$ cat config.mk
export PLATFORM = sky130hd
export DESIGN_NAME = rle_frame_scheduler
export DESIGN_NICKNAME = d
export VERILOG_FILES = /design/src/rtl/rle_frame_scheduler.sv
export SDC_FILE = /design/constraint.sdc
export NUM_CORES = 1
export LEC_CHECK = 0
export CELL_PAD_IN_SITES_DETAIL_PLACEMENT = 0
export CELL_PAD_IN_SITES_GLOBAL_PLACEMENT = 1
export CORE_MARGIN = 2
export CORE_UTILIZATION = 49
export CTS_BUF_LIST = sky130_fd_sc_hd__clkbuf_4 sky130_fd_sc_hd__clkbuf_8
export DETAILED_ROUTE_END_ITERATION = 10
export DONT_BUFFER_PORTS = 1
export HOLD_SLACK_MARGIN = 0.12
export PLACE_DENSITY_LB_ADDON = 0.15
export SYNTH_ARGS = -nofsm -noshare
export SYNTH_HDL_FRONTEND = slang
export SYNTH_SLANG_ARGS = --single-unit
$ cat constraint.sdc
create_clock -name clk -period 4.58 [get_ports clk]
set_input_delay 1.145 -clock clk [delete_from_list [all_inputs] [get_ports clk]]
set_output_delay 1.145 -clock clk [all_outputs]
set_load 0.1 [all_outputs]
$ cat src/rtl/rle_frame_scheduler.sv
// Frame scheduler for the rle core: queues frame descriptors in a small FIFO,
// launches the core once per frame, waits for done (or timeout) and reports.
module rle_frame_scheduler #(
    parameter int DEPTH        = 4,
    parameter int START_CYCLES = 2,
    parameter int GAP_CYCLES   = 10,
    parameter int TIMEOUT      = 100000
) (
    input  logic        clk,
    input  logic        reset,
    input  logic        desc_valid,
    output logic        desc_ready,
    input  logic [31:0] desc_msg_addr,
    input  logic [31:0] desc_msg_size,
    input  logic [31:0] desc_rle_addr,
    output logic        desc_err,
    output logic        rle_start,
    output logic [31:0] rle_message_addr,
    output logic [31:0] rle_message_size,
    output logic [31:0] rle_rle_addr,
    input  logic        rle_done,
    input  logic [31:0] rle_size,
    output logic        result_valid,
    output logic [7:0]  result_id,
    output logic [31:0] result_size,
    output logic [31:0] result_latency,
    output logic        result_timeout,
    output logic        busy
);

    localparam int AW = $clog2(DEPTH);
    localparam int CW = AW + 1;
    localparam logic [31:0] TO_LIM    = 32'(TIMEOUT);
    localparam logic [31:0] START_LIM = 32'(START_CYCLES);
    localparam logic [31:0] GAP_LIM   = 32'(GAP_CYCLES);

    typedef struct packed {
        logic [31:0] msg_addr;
        logic [31:0] msg_size;
        logic [31:0] rle_addr;
    } desc_t;

    typedef enum logic [2:0] {
        S_IDLE,
        S_LAUNCH,
        S_WAIT_DONE,
        S_REPORT,
        S_GAP
    } state_t;

    state_t         state_q, state_d;
    desc_t          fifo_q [DEPTH];
    logic [AW-1:0]  wr_ptr_q, rd_ptr_q;
    logic [CW-1:0]  count_q, count_d;
    logic           ready_q, err_q;
    logic [31:0]    lat_q, lat_d, lat_inc;
    logic [31:0]    gap_q, gap_d;
    logic [31:0]    rle_maddr_q, rle_msize_q, rle_raddr_q;
    logic [7:0]     id_q, res_id_q;
    logic [31:0]    res_size_q, res_lat_q;
    logic           res_to_q;

    logic           push, aligned, wr_en, pop;
    logic           load_rle, clr_rle, cap, cap_to;
    logic [31:0]    cap_size, cap_lat;
    desc_t          head;

    assign head    = fifo_q[rd_ptr_q];
    assign push    = desc_valid && ready_q;
    assign aligned = (desc_msg_addr[1:0] == 2'b00) && (desc_rle_addr[1:0] == 2'b00);
    assign wr_en   = push && aligned;
    assign lat_inc = (lat_q == 32'hFFFF_FFFF) ? lat_q : lat_q + 32'd1;
    assign count_d = count_q + CW'(wr_en) - CW'(pop);

    always_comb begin
        state_d  = state_q;
        pop      = 1'b0;
        lat_d    = lat_q;
        gap_d    = gap_q;
        load_rle = 1'b0;
        clr_rle  = 1'b0;
        cap      = 1'b0;
        cap_to   = 1'b0;
        cap_size = 32'd0;
        cap_lat  = 32'd0;
        case (state_q)
            S_IDLE: begin
                if (count_q != '0) begin
                    // Empty frames never touch the core: report straight away.
                    if (head.msg_size == 32'd0) begin
                        pop     = 1'b1;
                        cap     = 1'b1;
                        state_d = S_REPORT;
                    end else begin
                        load_rle = 1'b1;
                        lat_d    = 32'd1;
                        state_d  = S_LAUNCH;
                    end
                end
            end
            S_LAUNCH: begin
                lat_d = lat_inc;
                if (lat_q >= START_LIM) begin
                    pop     = 1'b1;
                    state_d = S_WAIT_DONE;
                end
            end
            S_WAIT_DONE: begin
                lat_d = lat_inc;
                if (rle_done) begin
                    cap      = 1'b1;
                    cap_size = rle_size;
                    cap_lat  = lat_q;
                    clr_rle  = 1'b1;
                    state_d  = S_REPORT;
                end else if (lat_q >= TO_LIM) begin
                    cap      = 1'b1;
                    cap_to   = 1'b1;
                    cap_lat  = lat_q;
                    clr_rle  = 1'b1;
                    state_d  = S_REPORT;
                end
            end
            S_REPORT: begin
                gap_d   = 32'd1;
                state_d = (GAP_CYCLES == 0) ? S_IDLE : S_GAP;
            end
            S_GAP: begin
                if (gap_q >= GAP_LIM) state_d = S_IDLE;
                else                  gap_d   = gap_q + 32'd1;
            end
            default: state_d = S_IDLE;
        endcase
    end

    always_ff @(posedge clk) begin
        if (reset) begin
            state_q     <= S_IDLE;
            wr_ptr_q    <= '0;
            rd_ptr_q    <= '0;
            count_q     <= '0;
            ready_q     <= 1'b0;
            err_q       <= 1'b0;
            lat_q       <= 32'd0;
            gap_q       <= 32'd0;
            rle_maddr_q <= 32'd0;
            rle_msize_q <= 32'd0;
            rle_raddr_q <= 32'd0;
            id_q        <= 8'd0;
            res_id_q    <= 8'd0;
            res_size_q  <= 32'd0;
            res_lat_q   <= 32'd0;
            res_to_q    <= 1'b0;
        end else begin
            state_q  <= state_d;
            lat_q    <= lat_d;
            gap_q    <= gap_d;
            count_q  <= count_d;
            ready_q  <= (count_d < CW'(DEPTH));
            err_q    <= push && !aligned;
            if (wr_en) wr_ptr_q <= wr_ptr_q + AW'(1);
            if (pop)   rd_ptr_q <= rd_ptr_q + AW'(1);
            if (load_rle) begin
                rle_maddr_q <= head.msg_addr;
                rle_msize_q <= head.msg_size;
                rle_raddr_q <= head.rle_addr;
            end else if (clr_rle) begin
                rle_maddr_q <= 32'd0;
                rle_msize_q <= 32'd0;
                rle_raddr_q <= 32'd0;
            end
            if (cap) begin
                res_id_q   <= id_q;
                id_q       <= id_q + 8'd1;
                res_size_q <= cap_size;
                res_lat_q  <= cap_lat;
                res_to_q   <= cap_to;
            end
        end
    end

    // Storage needs no reset: occupancy is tracked by the pointers and count.
    always_ff @(posedge clk) begin
        if (wr_en) fifo_q[wr_ptr_q] <= '{desc_msg_addr, desc_msg_size, desc_rle_addr};
    end

    assign desc_ready       = ready_q;
    assign desc_err         = err_q;
    assign rle_start        = (state_q == S_LAUNCH);
    assign rle_message_addr = rle_maddr_q;
    assign rle_message_size = rle_msize_q;
    assign rle_rle_addr     = rle_raddr_q;
    assign result_valid     = (state_q == S_REPORT);
    assign result_id        = res_id_q;
    assign result_size      = res_size_q;
    assign result_latency   = res_lat_q;
    assign result_timeout   = res_to_q;
    assign busy             = (state_q != S_IDLE) || (count_q != '0);

endmodule
Word-level counts from Yosys, hierarchy flattened
Memories as Yosys holds them, arrays and structs flattened. A register that Yosys moved wholly into a read port is not among the register bits.
Cells that the tools add are included.
Word-level totals
  register bits after elaboration: 253
  RAM bits: 384
  word-level logic and storage cells: 98
  memories: 1
Operators by class
  add/subtract/negate cells: 7
  order comparisons: 4
  eq/ne operators: 12
  multiplexer cells: 39
  reduce and logical (&&, ||, !) cells: 19
Memories
  fifo_q: words 4, width 96, read ports 1, clocked after memory_dff 1, write ports 1, line 52  | desc_t fifo_q [DEPTH];
Operator list (count)
  32-bit 2-to-1 mux: 13
  32-bit case mux with 2 select lines: 2
  32-bit by 1-bit adder with 32-bit output, second input constant: 2
  32-bit equality test, second input constant: 1
  32-bit by 17-bit greater-or-equal comparator with 1-bit output, second input constant: 1
  32-bit by 2-bit greater-or-equal comparator with 1-bit output, second input constant: 1
  32-bit by 4-bit greater-or-equal comparator with 1-bit output, second input constant: 1
  32-bit logical NOT: 1
  3-bit 2-to-1 mux: 5
  3-bit case mux with 5 select lines: 1
  1-bit 2-to-1 mux: 13
  2-bit != test, second input constant: 5
  8-bit by 1-bit adder with 8-bit output, second input constant: 1
  4-bit AND reduction: 2
  3-bit by 2-bit equality test with 1-bit output, second input constant: 2
  2-bit 2-to-1 mux: 3
  2-bit nonzero test: 3
  3-bit nonzero test: 2
  2-bit by 1-bit adder with 2-bit output, second input constant: 2
  1-bit logical AND: 4
  2-bit logical NOT: 2
  1-bit case mux with 2 select lines: 2
  3-bit by 1-bit adder with 3-bit output: 1
  3-bit by 1-bit equality test with 1-bit output, second input constant: 1
  10 further kinds: 10

Longest topological paths before layout
  depth in word-level cells: 6
  gate-level depth with buffers: 15

Worst setup path after synthesis
Ideal clock, no wire load.
  path type: input -> register
  start: input desc_msg_addr[1]
  end: memory fifo_q[1][0] (netlist name), enable pin
  data arrival time: 4.119 ns
  required time: 4.114 ns
  setup slack: -0.004 ns
  cell stages on the path: 4
  path buffers: 1
  cell sequence: nor4_1 > and3_1 > clkbuf_1 > and2_1
Between the ends
  longest elaborated chain between the ends: 5
Ends and longest elaborated chain
  start, declared: line 13  | input logic [31:0] desc_msg_addr,
  2-bit logical NOT: line 70  | assign aligned = (desc_msg_addr[1:0] == 2'b00) && (desc_rle_addr[1:0] == 2'b00);
  1-bit logical AND: line 70
  1-bit logical AND: line 71  | assign wr_en = push && aligned;
  1-bit 2-to-1 mux: line 184  | if (wr_en) fifo_q[wr_ptr_q] <= '{desc_msg_addr, desc_msg_size, desc_rle_addr};
  1-bit 2-to-1 mux (not written as such): line 184
  end, declared: line 52
Every way passes these cells.

==> results.sh <==
export IMPL_synth_top_cell_by_area="edfxtp_1"
export IMPL_cts_tree="yes"
export IMPL_grt_overflow=0
export IMPL_drv_slew=0
export IMPL_hold_buffers=0
export IMPL_drt_iter0_drc=957
export IMPL_synth_async_reset_ratio=0
export IMPL_die_h_um=223.9
export IMPL_die_area_sq_um=50120
export IMPL_relSlewSlack=0.1488
export IMPL_dp_hpwl_um=34310
export IMPL_synth_area_leaders="edfxtp_1 (49%), dfxtp_1 (22%), mux4_2 (9.1%), a21oi_1 (3.1%), nand3_1 (2.5%)"
export IMPL_comb_power_share=0.045
export IMPL_insertion_delay_ps=700
export IMPL_area_growth_pct=12.89
export IMPL_synth_edf_count=384
export IMPL_cts_buffer_depth=3
export IMPL_port_buffers=0
export IMPL_met1_usage=0.2717
export IMPL_final_area_sq_um=26740
export IMPL_post_cts_buffers=0
export IMPL_pre_cts_ws_ps=410.0
export IMPL_vias_per_cell=5.853
export IMPL_p_int_w=0.009264
export IMPL_synthCells=1667
export IMPL_p_leak_nw=8.562
export IMPL_synth_ff_type="edfxtp_1"
export IMPL_hold_path_class="reg -> reg"
export IMPL_numCtsBuffers=104
export IMPL_yosysUniqueCellTypes=57
export IMPL_fmax_mhz=238.4
export IMPL_power_density_nw_per_um2=465.8
export IMPL_synth_seq_cells=639
export IMPL_ir_worst_vdd_uv=295.9
export IMPL_fin_tns_setup_ps=0
export IMPL_die_x_um=223.9
export IMPL_skew_ps=27.38
export IMPL_drive_gt1_frac=0.1903
export IMPL_syn_nets=1811
export IMPL_hold_start="gap_q[4]"
export IMPL_rsz0062_at_grt="false"
export IMPL_sw_frac_of_total=0.2562
export IMPL_first_pass_iters=5
export IMPL_crit_type="reg -> reg"
export IMPL_postPlaceCellArea_sq_um=24500
export IMPL_setup_worst_path_end_class="flop"
export IMPL_cts_sinks=639
export IMPL_yosys_warnings=0
export IMPL_setup_violations_final=0
export IMPL_drc=0
export IMPL_vias=14090
export IMPL_num_antenna_cells=0
export IMPL_htree_levels=3
export IMPL_rows=80
export IMPL_grtUsageMet2=0.3560
export IMPL_grt_antenna_before_repair=0
export IMPL_grt_max_degree=185
export IMPL_core_area_sq_um=47750
export IMPL_grt_pass1_wl_um=82800
export IMPL_pwr_share_clk=0.413
export IMPL_fin_hold_ws_ps=465.9
export IMPL_pwr_share_seq=0.542
export IMPL_final_nets=1850
export IMPL_utilization=0.5601
export IMPL_crit_path_start_kind="flop"
export IMPL_antenna_left=0
export IMPL_clk_pin_slew_ps=60
export IMPL_wire_per_inst_um=22.67
export IMPL_cts_resized=0
export IMPL_pin_count=306
export IMPL_syn_area_sq_um=23690
export IMPL_hold_viol=0
export IMPL_grt_use_total=0.2170
export IMPL_routed_wl_um=54570
export IMPL_grt_pass1_vias=14000
export IMPL_gp_congestion=0.7884
export IMPL_avgSynthCellArea_sq_um=14.21
export IMPL_grt_busiest_layer="met2"
export IMPL_max_cap_violations=0
export IMPL_setup_slack_ps=385.2
export IMPL_start_util=0.4961
export IMPL_p_switching_w=0.003192
export IMPL_yosysSeqAreaShare=0.7023
export IMPL_worstPathMaxFanout=22
export IMPL_finalCriticalPeriod_ps=4195
export IMPL_worst_slew_pin_slew_ps=1275
export IMPL_critPathRequiredTime_ps=5200
export IMPL_period_share=0.9159
export IMPL_synth_top_area_frac=0.4868
export IMPL_met3_usage=0.07962
export IMPL_root_buffer="clkbuf_8"
export IMPL_status="complete, no violations"
export IMPL_critPathArrivalTime_ps=4820
## power groups by stage
stage                     clock [W]  combinational [W]  sequential (W)
final                       0.00514           0.000558         0.00676
after global routing        0.00552           0.000615         0.00676
after CTS                   0.00528           0.000563         0.00676
after detailed placement          0           0.000562         0.00687
after global placement            0           0.000557         0.00687
after floorplan                   0           0.000444         0.00684
## metrics by stage
stage | cells | total power [W]
final | 2407 | 0.01246
after CTS | 2407 | 0.01260
after global placement | 2215 | 0.007432
after global routing | 2407 | 0.01290
after detailed placement | 2215 | 0.007437
after floorplan | 1667 | 0.007283
## logic make-up (layout without fill, tap and decap cells)
logic type | after synthesis | count (layout) | share of synthesized area
DFF | 639 | 639 | 0.7023
and+or+nand+nor | 486 | 486 | 0.09708
AOI/OAI and AO/OA | 295 | 295 | 0.07706
buffers and inverters | 126 | 251 | 0.02065
muxes | 99 | 99 | 0.09259
adders and majority gates | 12 | 12 | 0.006655
xor gates and xnor gates | 10 | 10 | 0.003697
## layout by cell type, fill, tap and decap left out, types with 14 or more instances in the layout
cell type	n
nor3_1	14
a22o_1	32
nand3_1	116
clkbuf_8	120
nor4_1	25
a31oi_1	21
nand2_1	149
o21ai_0	19
inv_1	18
edfxtp_1	384
clkbuf_4	38
a22oi_1	32
mux4_2	96
buf_4	33
nor2_1	101
dfxtp_1	253
a21oi_1	147
## metal layers
metal / vias up / share of wire
li1: 6466 / -
met1: 7178 / 0.41
met2: 359 / 0.50
met3: 84 / 0.077
met4: 0 / 0.018
met5: - / 0
## sequential cells by signal (all words and copies together), names as in the netlist, named ones only
signal	count
rd_ptr_q	2
result_timeout	1
gap_q	32
wr_ptr_q	2
result_id	8
lat_q	32
result_size	32
state_q	3
fifo_q	384
result_latency	32
count_q	3
desc_ready	1
rle_rle_addr	32
rle_message_size	32
desc_err	1
id_q	8
rle_message_addr	32
## area by class of cell
type / instances / area (sq um)
fill: 3838 / 21000
sequential: 639 / 16640
multi-input combinational: 902 / 6614
clock buffer: 158 / 1937
tap: 615 / 769.5
timing repair buffer: 41 / 407.9
clock inverter: 34 / 302.8
inverter: 18 / 67.56
## Yosys cell counts (all sizes together), types with 5 or more instances
cell type	count
edfxtp	384
dfxtp	255
nand2	149
a21oi	148
nand3	116
nor2	103
mux4	96
clkbuf	87
a22o	32
a22oi	32
nor4	25
a31oi	21
buf	21
o21ai	21
inv	18
nor3	15
and3	12
nand4	12
ha	11
and2	9
and4	9
or3	8
or2	7
a311oi	6
nor2b	6
xnor2	6
a211oi	5
a21o	5
a41oi	5
o21a	5
## worst max-delay path, cell delays in order, from the launching register on
cell	delay [ps]
dfxtp_4	620
buf_4	310
mux4_2	530
nor4_1	430
nand4_1	430
o21ai_1	330
or4b_1	740
or4_1	580
a21oi_1	140
## path summary, 6_finish.rpt
check | endpoint | slack [ps] | cells past startpoint
setup / recovery | id_q[7] | 390 | 8
hold / removal | gap_q[4] | 470 | 2
setup reg to reg | id_q[7] | 390 | 8
hold reg to reg | gap_q[4] | 470 | 2
(Power assumes the default switching activity.)
